[config.mk]
export PLATFORM = sky130hd
export DESIGN_NAME = note_player
export DESIGN_NICKNAME = d
export VERILOG_FILES = /design/src/rtl/note_player.sv
export SDC_FILE = /design/constraint.sdc
export NUM_CORES = 1
export LEC_CHECK = 0
export BUFFER_PORTS_ARGS = -buffer_cell sky130_fd_sc_hd__buf_2
export CAP_MARGIN = 10
export CORE_MARGIN = 2
export CORE_UTILIZATION = 25
export CTS_CLUSTER_SIZE = 28
export DETAILED_ROUTE_END_ITERATION = 16
export SETUP_SLACK_MARGIN = 0.15
export SYNTH_ARGS = -nofsm -noshare
export SYNTH_HDL_FRONTEND = slang
export SYNTH_SLANG_ARGS = --single-unit
[constraint.sdc]
create_clock -name i_clk -period 1.8 [get_ports i_clk]
set_clock_uncertainty 0.2 [all_clocks]
set_input_delay 0.27 -clock i_clk [delete_from_list [all_inputs] [get_ports i_clk]]
set_output_delay 0.27 -clock i_clk [all_outputs]
set_load 0.01 [all_outputs]
[src/rtl/note_player.sv]
// ---------------------------------------------------------------------------
// note_player
//
// Plays notes handed over by pattern_sequencer. Each note is held for its
// length in tempo ticks. Its pitch is turned into an oscillator phase
// increment through an external registered pitch ROM. A small decaying 4-bit
// envelope, chosen by the instrument field, shapes the volume. When a note
// runs out, a one-cycle strobe asks the sequencer for the next note.
//
// Parameters
//   PHASE_W   width of the pitch ROM word and of o_phase_inc
//   LEN_BIAS  added to the length code to give the duration in ticks
//
// Ports
//   i_clk              system clock
//   i_rst              synchronous reset, active-high
//   i_tick             tempo tick, single-cycle pulse
//   o_note_stb         single-cycle request for the next note
//   i_note_valid       note fields valid, single-cycle pulse
//   i_note_pitch       pitch index, 0 = rest
//   i_note_len         length code
//   i_note_instrument  [3:2] start level, [1:0] decay rate
//   o_pitch_rom_addr   pitch ROM address (last latched pitch)
//   i_pitch_rom_data   pitch ROM word, one cycle after the address
//   o_phase_inc        oscillator phase increment
//   o_gate             1 while a pitched note is sounding
//   o_volume           envelope level 0..15
// ---------------------------------------------------------------------------
module note_player #(
   parameter int PHASE_W  = 16,
   parameter int LEN_BIAS = 1
) (
   input  logic               i_clk,
   input  logic               i_rst,
   input  logic               i_tick,
   output logic               o_note_stb,
   input  logic               i_note_valid,
   input  logic [5:0]         i_note_pitch,
   input  logic [4:0]         i_note_len,
   input  logic [3:0]         i_note_instrument,
   output logic [5:0]         o_pitch_rom_addr,
   input  logic [PHASE_W-1:0] i_pitch_rom_data,
   output logic [PHASE_W-1:0] o_phase_inc,
   output logic               o_gate,
   output logic [3:0]         o_volume
);

   typedef enum logic [2:0] {
      IDLE,
      WAIT_NOTE,
      LOOKUP,
      LOAD,
      PLAYING
   } state_t;

   state_t               state;
   state_t               nxt_state;

   logic                 note_stb;
   logic                 nxt_note_stb;
   logic [5:0]           pitch_q;
   logic [5:0]           nxt_pitch_q;
   logic [4:0]           len_q;
   logic [4:0]           nxt_len_q;
   logic [3:0]           instr_q;
   logic [3:0]           nxt_instr_q;
   logic [PHASE_W-1:0]   phase_inc;
   logic [PHASE_W-1:0]   nxt_phase_inc;
   logic                 gate;
   logic                 nxt_gate;
   logic [3:0]           volume;
   logic [3:0]           nxt_volume;
   logic [5:0]           remaining;
   logic [5:0]           nxt_remaining;
   logic [1:0]           decay_cnt;
   logic [1:0]           nxt_decay_cnt;
   logic                 env_step;

   // The envelope steps on a subset of ticks chosen by the decay rate.
   // decay_cnt holds the number of ticks already seen in this note, so
   // "every 2nd tick" fires when the count is odd and "every 4th tick"
   // fires when it is 3. The counter simply wraps, which keeps the pattern
   // repeating for long notes.
   always_comb begin
      env_step = 1'b0;
      case (instr_q[1:0])
         2'd0:    env_step = 1'b0;
         2'd1:    env_step = 1'b1;
         2'd2:    env_step = decay_cnt[0];
         default: env_step = (decay_cnt == 2'd3);
      endcase
   end

   // Next-state and next-output logic. Every registered value defaults to
   // holding, and the strobe defaults low so it can only ever be a
   // single-cycle pulse. The pitch register doubles as the ROM address, so
   // the address changes exactly when a note is latched and holds otherwise.
   always_comb begin
      nxt_state     = state;
      nxt_note_stb  = 1'b0;
      nxt_pitch_q   = pitch_q;
      nxt_len_q     = len_q;
      nxt_instr_q   = instr_q;
      nxt_phase_inc = phase_inc;
      nxt_gate      = gate;
      nxt_volume    = volume;
      nxt_remaining = remaining;
      nxt_decay_cnt = decay_cnt;

      case (state)
         IDLE: begin
            if (i_tick) begin
               nxt_note_stb = 1'b1;
               nxt_state    = WAIT_NOTE;
            end
         end

         // A note wins over a tick in the same cycle; that tick is dropped.
         // A lone tick means the sequencer has nothing to give, so the
         // output goes silent and the block keeps waiting without asking
         // again.
         WAIT_NOTE: begin
            if (i_note_valid) begin
               nxt_pitch_q = i_note_pitch;
               nxt_len_q   = i_note_len;
               nxt_instr_q = i_note_instrument;
               nxt_state   = LOOKUP;
            end else if (i_tick) begin
               nxt_gate   = 1'b0;
               nxt_volume = 4'd0;
            end
         end

         // The ROM is registered, so this cycle only waits for the data.
         LOOKUP: begin
            nxt_state = LOAD;
         end

         // ROM data is valid now. A rest keeps gate and volume at zero;
         // a pitched note starts at one of the levels 3/7/11/15.
         LOAD: begin
            nxt_phase_inc = i_pitch_rom_data;
            if (pitch_q == 6'd0) begin
               nxt_gate   = 1'b0;
               nxt_volume = 4'd0;
            end else begin
               nxt_gate   = 1'b1;
               nxt_volume = {instr_q[3:2], 2'b11};
            end
            nxt_remaining = {1'b0, len_q} + 6'(LEN_BIAS);
            nxt_decay_cnt = 2'd0;
            nxt_state     = PLAYING;
         end

         // Each tick counts the note down and steps the envelope. When the
         // last tick of the note arrives, the next note is requested and
         // the outputs are left as they are until it loads.
         PLAYING: begin
            if (i_tick) begin
               nxt_remaining = remaining - 6'd1;
               nxt_decay_cnt = decay_cnt + 2'd1;
               if (env_step && (volume != 4'd0)) begin
                  nxt_volume = volume - 4'd1;
               end
               if (remaining == 6'd1) begin
                  nxt_note_stb = 1'b1;
                  nxt_state    = WAIT_NOTE;
               end
            end
         end

         default: begin
            nxt_state = IDLE;
         end
      endcase
   end

   // State and output registers. Reset is synchronous and overrides
   // everything else that happens in the same cycle.
   always_ff @(posedge i_clk) begin
      if (i_rst) begin
         state     <= IDLE;
         note_stb  <= 1'b0;
         pitch_q   <= 6'd0;
         len_q     <= 5'd0;
         instr_q   <= 4'd0;
         phase_inc <= '0;
         gate      <= 1'b0;
         volume    <= 4'd0;
         remaining <= 6'd0;
         decay_cnt <= 2'd0;
      end else begin
         state     <= nxt_state;
         note_stb  <= nxt_note_stb;
         pitch_q   <= nxt_pitch_q;
         len_q     <= nxt_len_q;
         instr_q   <= nxt_instr_q;
         phase_inc <= nxt_phase_inc;
         gate      <= nxt_gate;
         volume    <= nxt_volume;
         remaining <= nxt_remaining;
         decay_cnt <= nxt_decay_cnt;
      end
   end

   assign o_note_stb       = note_stb;
   assign o_pitch_rom_addr = pitch_q;
   assign o_phase_inc      = phase_inc;
   assign o_gate           = gate;
   assign o_volume         = volume;

endmodule

# Word level (Yosys, flattened, before mapping)
# Index checks and enable logic that the tools add are counted.
# Widths: inputs -> output; s select.
# totals
regBits,48
in_bits,35
out_inout_bits,28
elab_cells,66
# classes
n_addsub,4
n_eq_ne,15
mux,24
reduce_logical,13
# op_table
operator,n
$mux 4,5
$pmux 3 s5,1
$ne 2x2->1 const B,7
$mux 3,4
$pmux 4 s3,1
$pmux 6 s2,1
$add 5x1->6 const B,1
$eq 3x2->1 const B,2
$eq 6x1->1 const B,1
$logic_not 6->1,1
$mux 1,6
$mux 6,1
$sub 6x1->6 const B,1
$reduce_and 5->1,1
$eq 2x2->1 const B,2
$pmux 1 s2,2
$pmux 2 s2,1
$reduce_and 2->1,2
$reduce_and 4->1,1
$reduce_bool 2->1,2
$reduce_bool 4->1,1
$sub 4x1->4 const B,1
$eq 3x1->1 const B,1
$eq 3x3->1 const B,1
9 further kinds,9

# Depth between registers and ports, before layout
# Gate-level depths: netlist of the first run.
# depth
ltp_word,6
ltp_mapped,7
mapped_depth_nobuf,7

# Least setup slack after synthesis of the first run
# Ideal clock, no wire load.
# synth_path
path_type,register -> register
startpoint,reg decay_cnt[0]
endpoint,"reg volume[0], in the netlist o_volume[0]"
setup_time_ps,134
t_arrival_ps,1362
t_required_ps,1466
setup_slack_ps,105
path_stages_with_launch,7
n_path_buf,0
synth_period_minus_slack_ps,1695
path_cell_list,dfxtp_1 ha_1 inv_1 a31o_2 o31a_1 a211oi_1 a211oi_1
# synth_between
elab_chain_len,5
# synth_rtl
item,line_no,source
from (decl),75,logic [1:0] decay_cnt;
from (signal assigned),202,decay_cnt <= nxt_decay_cnt;
$eq 2x2->1,90,default: env_step = (decay_cnt == 2'd3);
$pmux 1 s3 *,86,case (instr_q[1:0])
$logic_and 1x1->1 *,162,if (env_step && (volume != 4'd0)) begin
$ne 2x2->1 (no source line) *,--,
$reduce_and 5->1 (no source line) *,--,
to (signal assigned),200,volume <= nxt_volume;
to (decl),71,logic [3:0] volume;
# Every way passes the cells marked *; elsewhere a longest branch is shown, timed or not.
# A chain may end at the register's enable or synchronous reset.

# Final worst setup path of the first run
# layout_path
startpoint,reg decay_cnt[0]
endpoint,"reg volume[3], in the netlist o_volume[3]"
# Same word-level chain as after synthesis.

==> flow_metrics.tcl, run 1 <==
set metrics [dict create \
    hold_end "instr_q[0]" \
    post-place-ws_ps 27.8 \
    path_clk_slew_ps 90 \
    r2r_slack_ps 70 \
    grt_pass1_wl_um 9040 \
    drc 0 \
    firstDrtPassIters 4 \
    synthDistinctLibCells 42 \
    status "finished, final reports clean" \
    place_congestion 0.780 \
    final_layout_size_suffix_gt1_frac 0.340 \
    synthFlopType "dfxtp_1" \
    grt_max_degree 28 \
    final_antenna_net_count 0 \
    core-area_sq_um 8180 \
    synth_compound_area_frac 0.182 \
    cp_max_fo 7 \
    power.leakage_nw 1.26 \
    path_cells "buf_6 > a21oi_2 > a31o_4 > o31a_1 > a221oi_2 > nor3_1" \
    finalHoldViolations 0 \
    port-buffer-count 62 \
    hpwl_um 3990 \
    die_x_um 95.5 \
    drv_slew 0 \
    r2r-start "decay_cnt[0]" \
    vias_per_cell 4.64 \
    worst-setup-path-type "reg -> reg" \
    area_delta_synth_final_pct 48.1 \
    hold_depth 3 \
    crit_slowest_cell "o31a_1" \
    numCtsBuffers 5 \
    num-fill-cells 836 \
    ys_ff_latch 48 \
    maxCapViolations 0 \
    grt_overflow 0 \
    synth_cells 268 \
    muxShareOfSynthArea 0.00478 \
    slowest_delay_ps 390 \
    synth.avg_cell_area_sq_um 7.82 \
    finalSetupViolCount 0 \
    rsz0062_at_grt "true" \
    drtIter0Drc 91 \
    yosysSeqAreaShare 0.459 \
    critPathArrivalTime_ps 1710 \
    ff2ff_path_depth 6 \
    r2r-end "o_volume[3]" \
    syn_area_sq_um 2090 \
    final_nets 405 \
    synth_fa_ha_area_frac 0.0358 \
    synth-xor-area-share 0.0167 \
    synth-simple-area-share 0.257 \
    drt-total-wl_um 5960 \
    grt_util_all_layers 0.128 \
    period_minus_slack_ps 1730 \
    ios 63 \
    synth_top_family_by_area "simple AND/OR/NAND/NOR gates" \
    tightest_slew_ps 566 \
    die_area_sq_um 9130 \
    setup_ws_ps 66.0 \
    grt_pass1_vias 1930 \
    relSlewSlack 0.623 \
    clock_sinks 48 \
    antenna_found_initial 0 \
    power.total_mw 2.13 \
    vdd_ir_drop_max_mv 0.321 \
    syn-num-nets 309 \
    n_antenna_cell 0 \
    hp-class "in -> reg" \
    cp-end-kind "flop" \
    post-route-period-util 0.963 \
    synth_edf_count 0 \
    cts_tree "done" \
    placed_cells 432 \
    insertion_delay_ps 310 \
    async_reset_ff_frac 0 \
    critical_path_required_ps 1780 \
    initial_core_util 0.256 \
    clockRootBuffer "clkbuf_8" \
    max_freq_mhz 577 \
    wl_per_cell_um 12.7 \
    min_from "i_note_instrument[0]" \
    crit_path_start_kind "flop" \
    yosys_warnings 0 \
    die_h_um 95.5 \
    htreeDepth 2 \
    std_cell_rows 33 \
    clk_path_buf_depth 2 \
    final_cells 470 \
    p_per_area_nw_per_um2 687 \
    vias 2179 \
]
-- per-stage QoR --
step           TNS [ps]  hold slack (ps)  area (sq um)  utilization
2_1_floorplan         0              206          2100            -
3_3_place_gp      -7.15              239          2570        0.314
3_5_place_dp          0              247          2570        0.314
4_1_cts               0             1.17          2940        0.359
5_1_grt           -10.5             1.88          3100        0.379
6_report              0             2.88          3100        0.379
-- kinds of logic (layout without fill, tap and decap cells) --
group / count (synthesis) / after routing
xor+xnor: 4 / 4
fa+ha+maj: 6 / 6
simple gates: 121 / 121
compound gates: 67 / 67
mux: 1 / 1
flops: 48 / 48
buf+inv: 21 / 118
-- Yosys cell counts, drive strengths merged (4+ instances only) --
cell type,number,area share
a211oi,5,0.018
a21oi,44,0.11
buf,7,0.019
clkbuf,9,0.017
dfxtp,48,0.46
ha,6,0.036
inv,5,0.0090
nand2,76,0.14
nand3,4,0.0096
nor2,17,0.030
nor3,7,0.017
o21ai,6,0.014
-- critical path: cells and delay by family (launching register included) --
| kind | cells | cell delay, ps |
|---|---|---|
| buffers and inverters | 1 | 110 |
| AO/OA/AOI/OAI | 4 | 850 |
| AND/OR/NAND/NOR | 1 | 70 |
| flip-flops | 1 | 370 |
-- placed cells by master (no fill, tap or decap), types with 4 or more instances in the layout --
cell            n
buf_2          63
nor2_1         16
dfxtp_2         6
ha_1            5
nand2_1        74
o21ai_1         4
dlygate4sd3_1  22
nand3_1         4
nor3_1          6
buf_6           4
clkbuf_8        6
buf_4          14
a21oi_2         5
dfxtp_1        41
a21oi_1        38
-- per-layer routing --
layer | up-vias | global-route usage | wire [um]
met1 | 1011 | 0.157 | 2560
li1 | 1100 | - | -
met3 | 11 | 0.0213 | 242
met5 | - | 0 | 0
met4 | 0 | 0.0595 | 127
met2 | 57 | 0.218 | 3030
-- what timing repair did --
item,in CTS,in global routing
endpoints found under the setup margin,5,24
hold endpoints to repair,22,0
buffers inserted,3,3
gates resized for setup,12,29
cloned,0,2
pin swaps,5,11
hold buffers,22,0
-- worst max-delay path by stage --
| stage | from | endpoint | depth (start not counted) |
|---|---|---|---|
| 2_1_floorplan | o_volume[0] | o_volume[0] | 6 |
| 5_1_grt | decay_cnt[0] | o_volume[3] | 6 |
| 3_5_place_dp | state[0] | o_volume[0] | 5 |
| 4_1_cts | decay_cnt[0] | o_volume[3] | 6 |
| 3_3_place_gp | o_pitch_rom_addr[0] | o_volume[3] | 4 |
| 6_report | decay_cnt[0] | o_volume[3] | 6 |
-- sequential cells by signal, indices dropped and copies added, names as in the netlist --
signal,count
instr_q,4
o_pitch_rom_addr,6
decay_cnt,2
len_q,5
state,3
o_volume,4
o_phase_inc,16
o_note_stb,1
remaining,6
o_gate,1
-- area by class of cell --
class	count	area, sq um	share of cell area
clock buffers	6	82.6	0.0266
multi-input cells	199	1160	0.373
clock inverters	2	13.8	0.00444
repair buffers	105	726	0.234
flip-flops and latches	48	972	0.313
well taps	105	131	0.0424
inverters	5	18.8	0.00605
-- power by group --
| part | switching, mW | internal, mW |
|---|---|---|
| Clock | 0.372 | 0.315 |
| Combinational | 0.155 | 0.153 |
| Sequential | 0.0381 | 1.10 |
Power figures use the tool's default switching activity.
==> run 2: changes to the inputs <==
--- a/config.mk
+++ b/config.mk
@@ -8,9 +8,10 @@
 export BUFFER_PORTS_ARGS = -buffer_cell sky130_fd_sc_hd__buf_2
 export CAP_MARGIN = 10
 export CORE_MARGIN = 2
-export CORE_UTILIZATION = 25
+export CORE_UTILIZATION = 46
 export CTS_CLUSTER_SIZE = 28
 export DETAILED_ROUTE_END_ITERATION = 16
+export PLACE_DENSITY = 0.75
 export SETUP_SLACK_MARGIN = 0.15
 export SYNTH_ARGS = -nofsm -noshare
 export SYNTH_HDL_FRONTEND = slang
==> flow_metrics.tcl, run 2 (synthesis results as in run 1) <==
set metrics [dict create \
    die_area_sq_um 5110 \
    power.leakage_nw 1.22 \
    hold_end "o_pitch_rom_addr[0]" \
    die_h_um 71.5 \
    post-route-period-util 0.953 \
    area_delta_synth_final_pct 38.7 \
    critical_path_required_ps 1760 \
    insertion_delay_ps 300 \
    path_cells "nor3b_4 > nand2_2 > o31a_1 > a211oi_2 > a211oi_1" \
    final_antenna_net_count 0 \
    met3_length_um 312 \
    met2_length_um 2870 \
    antenna_found_initial 0 \
    clk_path_buf_depth 2 \
    slowest_delay_ps 400 \
    grt_pass1_vias 2037 \
    status "finished, final reports clean" \
    hp-class "in -> reg" \
    grt_util_all_layers 0.222 \
    cp_max_fo 7 \
    drc 0 \
    topRoutingLayerUsed "met4" \
    crit_slowest_cell "o31a_1" \
    placed_cells 379 \
    mostFrequentLayoutCell "nand2_1" \
    vias 2190 \
    tns_ps 0 \
    min_from "i_note_pitch[0]" \
    wl_per_cell_um 13.7 \
    r2r_slack_ps 80 \
    ios 63 \
    period_minus_slack_ps 1720 \
    r2r-start "state[1]" \
    grt_pass1_wl_um 9020 \
    grt_max_degree 29 \
    worst-setup-path-type "reg -> reg" \
    wl_met1_um 2390 \
    post-place-ws_ps -5.42 \
    max_freq_mhz 583 \
    clock_sinks 48 \
    finalSetupViolCount 0 \
    setup_ws_ps 84.6 \
    htreeDepth 2 \
    final_layout_size_suffix_gt1_frac 0.324 \
    power.total_mw 2.09 \
    crit_family "compound AO/OA/AOI/OAI gates" \
    p_per_area_nw_per_um2 719 \
    port-buffer-count 62 \
    final_cells 413 \
    largest_reg_flops 16 \
    tightest_slew_ps 567 \
    cp-end-kind "flop" \
    drtIter0Drc 137 \
    mostFrequentLayoutCells "73 x nand2_1, 62 x buf_2, 41 x a21oi_1, 41 x dfxtp_1, 21 x buf_4" \
    place_congestion 0.897 \
    cts_tree "done" \
    rsz0062_at_grt "true" \
    drt-total-wl_um 5670 \
    die_x_um 71.5 \
    std_cell_rows 24 \
    initial_core_util 0.478 \
    clockRootBuffer "clkbuf_8" \
    holdWs_ps 4.80 \
    crit_path_start_kind "flop" \
    maxCapViolations 0 \
    relSlewSlack 0.622 \
    final_nets 402 \
    ff2ff_path_depth 5 \
    vdd_ir_drop_max_mv 0.500 \
    hold_depth 3 \
    r2r-end "o_volume[0]" \
    core-area_sq_um 4380 \
    path_clk_slew_ps 90 \
    firstDrtPassIters 4 \
    hpwl_um 3630 \
    finalHoldViolations 0 \
    numCtsBuffers 5 \
    vias_per_cell 5.30 \
    drv_slew 0 \
    critPathArrivalTime_ps 1670 \
    num-fill-cells 363 \
    n_antenna_cell 0 \
    grt_overflow 0 \
    timing.critical_path.buf_inv 0 \
]
## run 2: cell types whose count changed in the layout (fill, tap and decap cells not counted), moves of 2 or more
cell           change
a21oi_2            -2
buf_6              -2
dfxtp_4            +3
a21oi_1            +3
dfxtp_2            -3
buf_4              +7
o21ai_1            -3
o21ai_0            +3
dlygate4sd3_1      -5
nand2_2            +2
## run 2: cell type report
cell class,instances,area [sq um],share of cell area
Multi-Input combinational cell,199,1090,0.375
Sequential cell,48,980,0.337
Timing Repair Buffer,102,661,0.227
Clock buffer,6,82.6,0.0284
Tap cell,52,65.1,0.0224
Inverter,5,18.8,0.00646
Clock inverter,1,8.76,0.00302
## run 2: timing repair
action | in CTS | in global routing
hold buffers | 17 | 0
pin swaps | 5 | 5
buffers inserted | 6 | 4
endpoints found under the setup margin | 22 | 25
gates resized for setup | 17 | 8
hold endpoints to repair | 17 | 0
## run 2: worst max path at each step
| stage | cells after the start | to | slack, ps | start |
|---|---|---|---|---|
| final | 5 | o_volume[0] | 80 | state[1] |
| after global routing | 5 | o_volume[3] | 30 | state[1] |
| after CTS | 6 | o_volume[3] | 120 | decay_cnt[0] |
| after detailed placement | 5 | o_volume[0] | -5 | state[2] |
| after global placement | 5 | o_volume[0] | 40 | state[2] |
| after floorplan | 6 | o_volume[0] | 140 | o_volume[0] |
## run 2: stage by stage
step           area [sq um]   util
3_5_place_dp           2500  0.570
3_3_place_gp           2500  0.570
4_1_cts                2860  0.652
6_report               2900  0.662
5_1_grt                2900  0.662
2_1_floorplan          2100      -
## run 2: worst min-delay path, stage by stage
cell and delay [ps]:
buf_2 100, nand2_1 50, a21oi_1 50
## run 2: layer usage
metal,vias up,track usage
met5,-,0
met1,1019,0.264
met3,9,0.0520
met4,0,0.0629
li1,1090,-
met2,72,0.398
## run 2: power breakdown
| part | switching, mW | internal (mW) | total (mW) |
|---|---|---|---|
| combinational | 0.154 | 0.148 | 0.302 |
| clock | 0.347 | 0.307 | 0.654 |
| sequential | 0.0355 | 1.10 | 1.13 |
